--- config.mk ---
export PLATFORM = sky130hd
export DESIGN_NAME = spi_mem_arbiter
export DESIGN_NICKNAME = d
export VERILOG_FILES = /design/src/rtl/spi_mem_arbiter.sv
export SDC_FILE = /design/constraint.sdc
export NUM_CORES = 1
export LEC_CHECK = 0
export CORE_MARGIN = 3
export CORE_UTILIZATION = 49
export CTS_CLUSTER_DIAMETER = 100
export DETAILED_ROUTE_END_ITERATION = 6
export PLACE_DENSITY = 0.86
export SYNTH_ARGS = -nofsm -noshare
export SYNTH_HDL_FRONTEND = slang
export SYNTH_SLANG_ARGS = --single-unit
--- constraint.sdc ---
create_clock -name clock -period 5.8 [get_ports clock]
set_clock_uncertainty 0.15 [all_clocks]
set_input_delay 1.74 -clock clock [delete_from_list [all_inputs] [get_ports clock]]
set_output_delay 1.74 -clock clock [all_outputs]
set_load 0.01 [all_outputs]
--- src/rtl/spi_mem_arbiter.sv ---
// Arbitrates one single-port RAM between the SPI slave command stream (always wins) and a
// local user port. Define MEM_ARB_WPROT_EN to drop SPI writes at addresses <= PROT_TOP.
module spi_mem_arbiter #(
  parameter int CTRL_WIDTH = 8,
  parameter int ADDR_WIDTH = 8,
  parameter int DATA_WIDTH = 8,
  parameter int LEN_WIDTH  = 32,
  parameter logic [CTRL_WIDTH-1:0] CTRL_WRITE = 8'h3a,
  parameter logic [CTRL_WIDTH-1:0] CTRL_READ  = 8'h3b,
  parameter logic [ADDR_WIDTH-1:0] PROT_TOP   = 8'h0f
) (
  input  logic                  clock,
  input  logic                  reset_n,
  input  logic [CTRL_WIDTH-1:0] spi_ctrl,
  input  logic [ADDR_WIDTH-1:0] spi_address,
  input  logic                  spi_rx_en,
  input  logic [DATA_WIDTH-1:0] spi_rx_data,
  input  logic                  spi_tx_en,
  output logic                  spi_tx_valid,
  output logic [DATA_WIDTH-1:0] spi_tx_data,
  input  logic                  spi_done,
  input  logic                  usr_req,
  input  logic                  usr_we,
  input  logic [ADDR_WIDTH-1:0] usr_addr,
  input  logic [DATA_WIDTH-1:0] usr_wdata,
  output logic                  usr_gnt,
  output logic                  usr_rvalid,
  output logic [DATA_WIDTH-1:0] usr_rdata,
  output logic                  mem_en,
  output logic                  mem_we,
  output logic [ADDR_WIDTH-1:0] mem_addr,
  output logic [DATA_WIDTH-1:0] mem_wdata,
  input  logic [DATA_WIDTH-1:0] mem_rdata,
  output logic                  busy,
  output logic [LEN_WIDTH-1:0]  xfer_cnt,
  output logic                  cmd_err
);

  typedef enum logic [1:0] {
    ST_IDLE  = 2'd0,
    ST_WRITE = 2'd1,
    ST_READ  = 2'd2
  } state_e;

  state_e                state_q;
  logic [ADDR_WIDTH-1:0] ptr_q, ptr_d;
  logic [LEN_WIDTH-1:0]  cnt_q, cnt_d;
  logic                  tx_pend_q;
  logic                  tx_ok_q;
  logic                  usr_rd_pend_q;
  logic                  cmd_err_q;
  logic [DATA_WIDTH-1:0] tx_hold_q;
  logic [DATA_WIDTH-1:0] usr_hold_q;

  logic                  spi_beat_s;
  logic                  wr_ok_s;
  logic                  rd_ok_s;
  logic                  wr_prot_s;
  logic                  wr_go_s;
  logic                  illegal_s;
  logic                  usr_gnt_s;
  logic [ADDR_WIDTH-1:0] spi_addr_s;
  logic [DATA_WIDTH-1:0] spi_tx_data_s;
  logic [DATA_WIDTH-1:0] usr_rdata_s;

  assign spi_beat_s = spi_rx_en | spi_tx_en;
  assign spi_addr_s = (state_q == ST_IDLE) ? spi_address : ptr_q;

  // A beat is legal only as a single-direction beat whose command matches and does not
  // contradict the direction of a burst already in progress.
  assign wr_ok_s = spi_rx_en & ~spi_tx_en & (spi_ctrl == CTRL_WRITE) & (state_q != ST_READ);
  assign rd_ok_s = spi_tx_en & ~spi_rx_en & (spi_ctrl == CTRL_READ)  & (state_q != ST_WRITE);

`ifdef MEM_ARB_WPROT_EN
  assign wr_prot_s = wr_ok_s & (spi_addr_s <= PROT_TOP);
`else
  assign wr_prot_s = 1'b0;
`endif

  assign wr_go_s   = wr_ok_s & ~wr_prot_s;
  assign illegal_s = (spi_beat_s & ~(wr_ok_s | rd_ok_s)) | wr_prot_s;
  assign usr_gnt_s = reset_n & usr_req & ~spi_beat_s;

  // RAM port steering: SPI beat first, user request in SPI-free cycles
  always_comb begin
    mem_en    = 1'b0;
    mem_we    = 1'b0;
    mem_addr  = {ADDR_WIDTH{1'b0}};
    mem_wdata = {DATA_WIDTH{1'b0}};
    if (!reset_n) begin
      mem_en = 1'b0;
    end else if (wr_go_s) begin
      mem_en    = 1'b1;
      mem_we    = 1'b1;
      mem_addr  = spi_addr_s;
      mem_wdata = spi_rx_data;
    end else if (rd_ok_s) begin
      mem_en   = 1'b1;
      mem_addr = spi_addr_s;
    end else if (usr_gnt_s) begin
      mem_en    = 1'b1;
      mem_we    = usr_we;
      mem_addr  = usr_addr;
      mem_wdata = usr_wdata;
    end else begin
      mem_en = 1'b0;
    end
  end

  // Burst pointer and saturating beat counter, advanced on every accepted beat
  always_comb begin
    ptr_d = ptr_q;
    cnt_d = cnt_q;
    if (wr_ok_s | rd_ok_s) begin
      ptr_d = spi_addr_s + ADDR_WIDTH'(1);
      if (state_q == ST_IDLE) begin
        cnt_d = LEN_WIDTH'(1);
      end else if (cnt_q != {LEN_WIDTH{1'b1}}) begin
        cnt_d = cnt_q + LEN_WIDTH'(1);
      end else begin
        cnt_d = cnt_q;
      end
    end else begin
      ptr_d = ptr_q;
    end
  end

  // Illegal tx beats answer with zero so spi_slave always gets its byte
  assign spi_tx_data_s = tx_pend_q ? (tx_ok_q ? mem_rdata : {DATA_WIDTH{1'b0}}) : tx_hold_q;
  assign usr_rdata_s   = usr_rd_pend_q ? mem_rdata : usr_hold_q;

  // Transaction FSM plus response-tracking registers
  always_ff @(posedge clock) begin
    if (!reset_n) begin
      state_q       <= ST_IDLE;
      ptr_q         <= {ADDR_WIDTH{1'b0}};
      cnt_q         <= {LEN_WIDTH{1'b0}};
      tx_pend_q     <= 1'b0;
      tx_ok_q       <= 1'b0;
      usr_rd_pend_q <= 1'b0;
      cmd_err_q     <= 1'b0;
      tx_hold_q     <= {DATA_WIDTH{1'b0}};
      usr_hold_q    <= {DATA_WIDTH{1'b0}};
    end else begin
      case (state_q)
        ST_IDLE: begin
          if (spi_done) begin
            state_q <= ST_IDLE;
          end else if (wr_ok_s) begin
            state_q <= ST_WRITE;
          end else if (rd_ok_s) begin
            state_q <= ST_READ;
          end else begin
            state_q <= ST_IDLE;
          end
        end
        ST_WRITE, ST_READ: begin
          if (spi_done) begin
            state_q <= ST_IDLE;
          end else begin
            state_q <= state_q;
          end
        end
        default: state_q <= ST_IDLE;
      endcase
      ptr_q         <= ptr_d;
      cnt_q         <= cnt_d;
      tx_pend_q     <= spi_tx_en;
      tx_ok_q       <= rd_ok_s;
      usr_rd_pend_q <= usr_gnt_s & ~usr_we;
      cmd_err_q     <= illegal_s;
      if (tx_pend_q) begin
        tx_hold_q <= spi_tx_data_s;
      end else begin
        tx_hold_q <= tx_hold_q;
      end
      if (usr_rd_pend_q) begin
        usr_hold_q <= mem_rdata;
      end else begin
        usr_hold_q <= usr_hold_q;
      end
    end
  end

  assign usr_gnt      = usr_gnt_s;
  assign spi_tx_valid = tx_pend_q;
  assign spi_tx_data  = spi_tx_data_s;
  assign usr_rvalid   = usr_rd_pend_q;
  assign usr_rdata    = usr_rdata_s;
  assign busy         = (state_q != ST_IDLE);
  assign xfer_cnt     = cnt_q;
  assign cmd_err      = cmd_err_q;

endmodule

==> results.txt <==
run status = finished clean
switching share of power = 20.5%
root buffer selected by CTS = clkbuf_8
Layout area overhead = 46.0%
crit-path cells = clkdlybuf4s50_1 -> nor4bb_4 -> buf_4 -> o2111ai_4 -> nor2_1 -> a21oi_1 -> nor2_1 -> clkdlybuf4s50_1
Power Internal = 0.000775 W
share of the synthesized area in the top cell type = 35.2%
gate count of the mapped netlist = 454
via count of the first global-routing pass = 3686
max_cap viols = 0
fill cell total of the finished layout = 514
leakage power = 1.78 nW
Final setup violation count = 0
register area share after synthesis = 35.2%
number of instances in the placed design = 657
iteration-0 DRC count of the detailed router = 304
power per unit of standard cell area = 189 nW/µm²
final hold violations = 0
critical path's slowest cell = clkdlybuf4s50_1
Highest Clock Rate = 177 MHz
Detailed Route WL = 10600 µm
clock latency reported for the late side of the worst-skew pair = 0.33 ns
type of element launching the critical path = input port
per-instance average area after synthesis = 7.77 µm²
die extent in y = 90.9 µm
Critical Path Fanout Max = 11
Fin Setup TNS = 0 ns
worst slew pin tran = 0.804 ns
Port-buffer cells = 125
number of antenna cells inserted = 0
Setup Crit Path Kind = input port to primary output
share of power burned in combinational logic = 9.0%
routability congestion estimate from global placement = 0.906
count of flip-flops with a built-in enable after synthesis = 0
TritonCTS clock tree = done
leading post-synthesis cells by cell area = dfxtp_1, nor2_1, nand2_1
final cycle utilization of the critical path = 97.6%
category of cells accounting for the largest share of critical-path delay = buffers and inverters
endpoint type of the worst setup path = primary output
cell with the most instances after synthesis = dfxtp_1
DP Wirelength = 7680 µm
hold slack final = 0.307 ns
Min Clock Period, post-route = 5.66 ns
final net count = 633
num rows = 30
Sink Count = 62
initial antenna violation count = 0
Peak supply drop = 0.238 mV
Via Count = 3894
total buffers and inverters traversed by the critical path = 3
class of the most critical hold timing path = flop to flop
via density per instance = 5.79
antenna-violating nets left = 0
fraction of layout instances using a drive strength above 1 = 9.01%
top-level port count = 126
Total GRT Usage = 24.7%
wire length of the first global-routing pass = 17100 µm
area of the mapped netlist = 3530 µm²
Critical Path RT = 3.91 ns
Yosys warning count = 0
Core Box Area = 6870 µm²
top cell types by occurrence after synthesis = dfxtp_1, nor2_1, nand2_1
horizontal die dimension = 90.9 µm
power share of the sequential group = 44.1%
signal arrival time at the worst endpoint = 3.77 ns
Congestion Overflow GR = 0
buffer depth of the longest clock path = 2
Synth Register Bits = 62
synthesized netlist net count = 514
fraction of registers with async set or reset after synthesis = 0%
share of power burned in the clock network = 46.9%
Worst-path clk slew = 0.06 ns
post-route worst setup slack = 0.137 ns
WL per Instance = 15.8 µm
switching power = 0.000199 W
largest net degree at the start of global routing = 44
count of non-filler cells in the finished layout = 673
number of buffers created by CTS = 9
Yosys cell types = 57
cell taking the most area after synthesis = dfxtp_1
Most used DFF post-synth = dfxtp_1
drc violations = 0
largest stage delay on the critical path = 0.54 ns
CTS H-Tree Depth = 3
Die ar. = 8250 µm²
first-pass iteration count of the detailed router = 5
number of pins exceeding their max-slew limit in the final report = 0
starting density of the core = 51.4%
worst-case headroom to the max-slew limit = 46.2%
fraction of the core area covered by cells at the end of the flow = 75.0%
pre-CTS worst setup slack = -0.0436 ns
-- metrics by stage --
stage / power (W) / cell area (µm²)
global route: 0.00100 / 5150
CTS: 0.000980 / 5130
finish: 0.000974 / 5150
global placement: 0.000521 / 4860
floorplan: 0.000468 / 3530
detailed placement: 0.000523 / 4860
-- what timing repair did --
item                                    4_1_cts  5_1_grt
endpoints found under the setup margin        6       15
gates resized for setup                       4        4
setup buffers                                 0        1
pin swaps                                     0        2
hold endpoints to repair                      0        0
hold buffers                                  0        0
-- sequential cells by signal (all words and copies together), names as in the netlist --
register and count:
ptr_q 8, usr_hold_q 8, usr_rvalid 1, tx_ok_q 1, cmd_err 1, spi_tx_valid 1
state_q 2, tx_hold_q 8, xfer_cnt 32
-- logic make-up after synthesis --
family                   count (synthesis)  share of synthesized area [%]
adder cells (fa/ha/maj)                  5                           1.77
buffers and inverters                   51                           6.10
multiplexers                            17                           5.14
AO/OA/AOI/OAI                          119                           22.1
AND/OR/NAND/NOR                        196                           28.7
flip-flops                              62                           35.2
XOR/XNOR                                 4                          0.993
-- power by group through the flow --
stage	logic (W)	clock network, W	registers, W
2_1_floorplan	0.0000298	0	0.000438
3_3_place_gp	0.0000819	0	0.000439
3_5_place_dp	0.0000841	0	0.000439
4_1_cts	0.0000868	0.000463	0.000429
5_1_grt	0.0000935	0.000482	0.000430
6_report	0.0000875	0.000457	0.000430
-- layer usage --
metal | share of wire (%) | GRT usage (%)
met3 | 6.1 | 4.67
met2 | 49 | 42.7
met5 | 0 | 0
met4 | 1.6 | 7.91
met1 | 43 | 30.9
-- worst register-to-register path: stages (launching register included) --
cell and delay, ns:
dfxtp_1 0.46, ha_1 0.26, nand3_1 0.19, or2_1 0.36, or4_4 0.56, o31ai_2 0.55, buf_4 0.33, a211oi_1 0.09
nor3b_2 0.20
-- cells in the final DEF (no fill, tap or decap), drive strengths merged, types with 11 or more instances in the layout --
master	instances
clkdlybuf4s50	124
a21oi	26
a31oi	17
nand4	13
clkbuf	11
buf	13
dfxtp	62
nand3	23
nor2	54
inv	21
a22oi	12
and2	23
nand2	39
o21ai	35
-- final cells by class --
class | count | area, µm² | share of cell area (%)
clock inverter | 4 | 95.1 | 1.85
multi-input combinational | 341 | 2120 | 41.2
clock buffer | 11 | 141 | 2.74
tap | 96 | 120 | 2.33
sequential | 62 | 1240 | 24.1
inverter | 21 | 78.8 | 1.53
timing repair buffer | 138 | 1350 | 26.2
-- path summary, 6_finish.rpt --
check | slack, ns | depth (start not counted) | to | from
max | 0.14 | 8 | mem_addr[6] | spi_ctrl[6]
min reg2reg | 0.31 | 2 | ptr_q[7] | ptr_q[7]
max reg2reg | 2.59 | 8 | xfer_cnt[20] | xfer_cnt[0]
min | 0.31 | 2 | ptr_q[7] | ptr_q[7]
No activity file was read; power rests on OpenSTA's default activity.
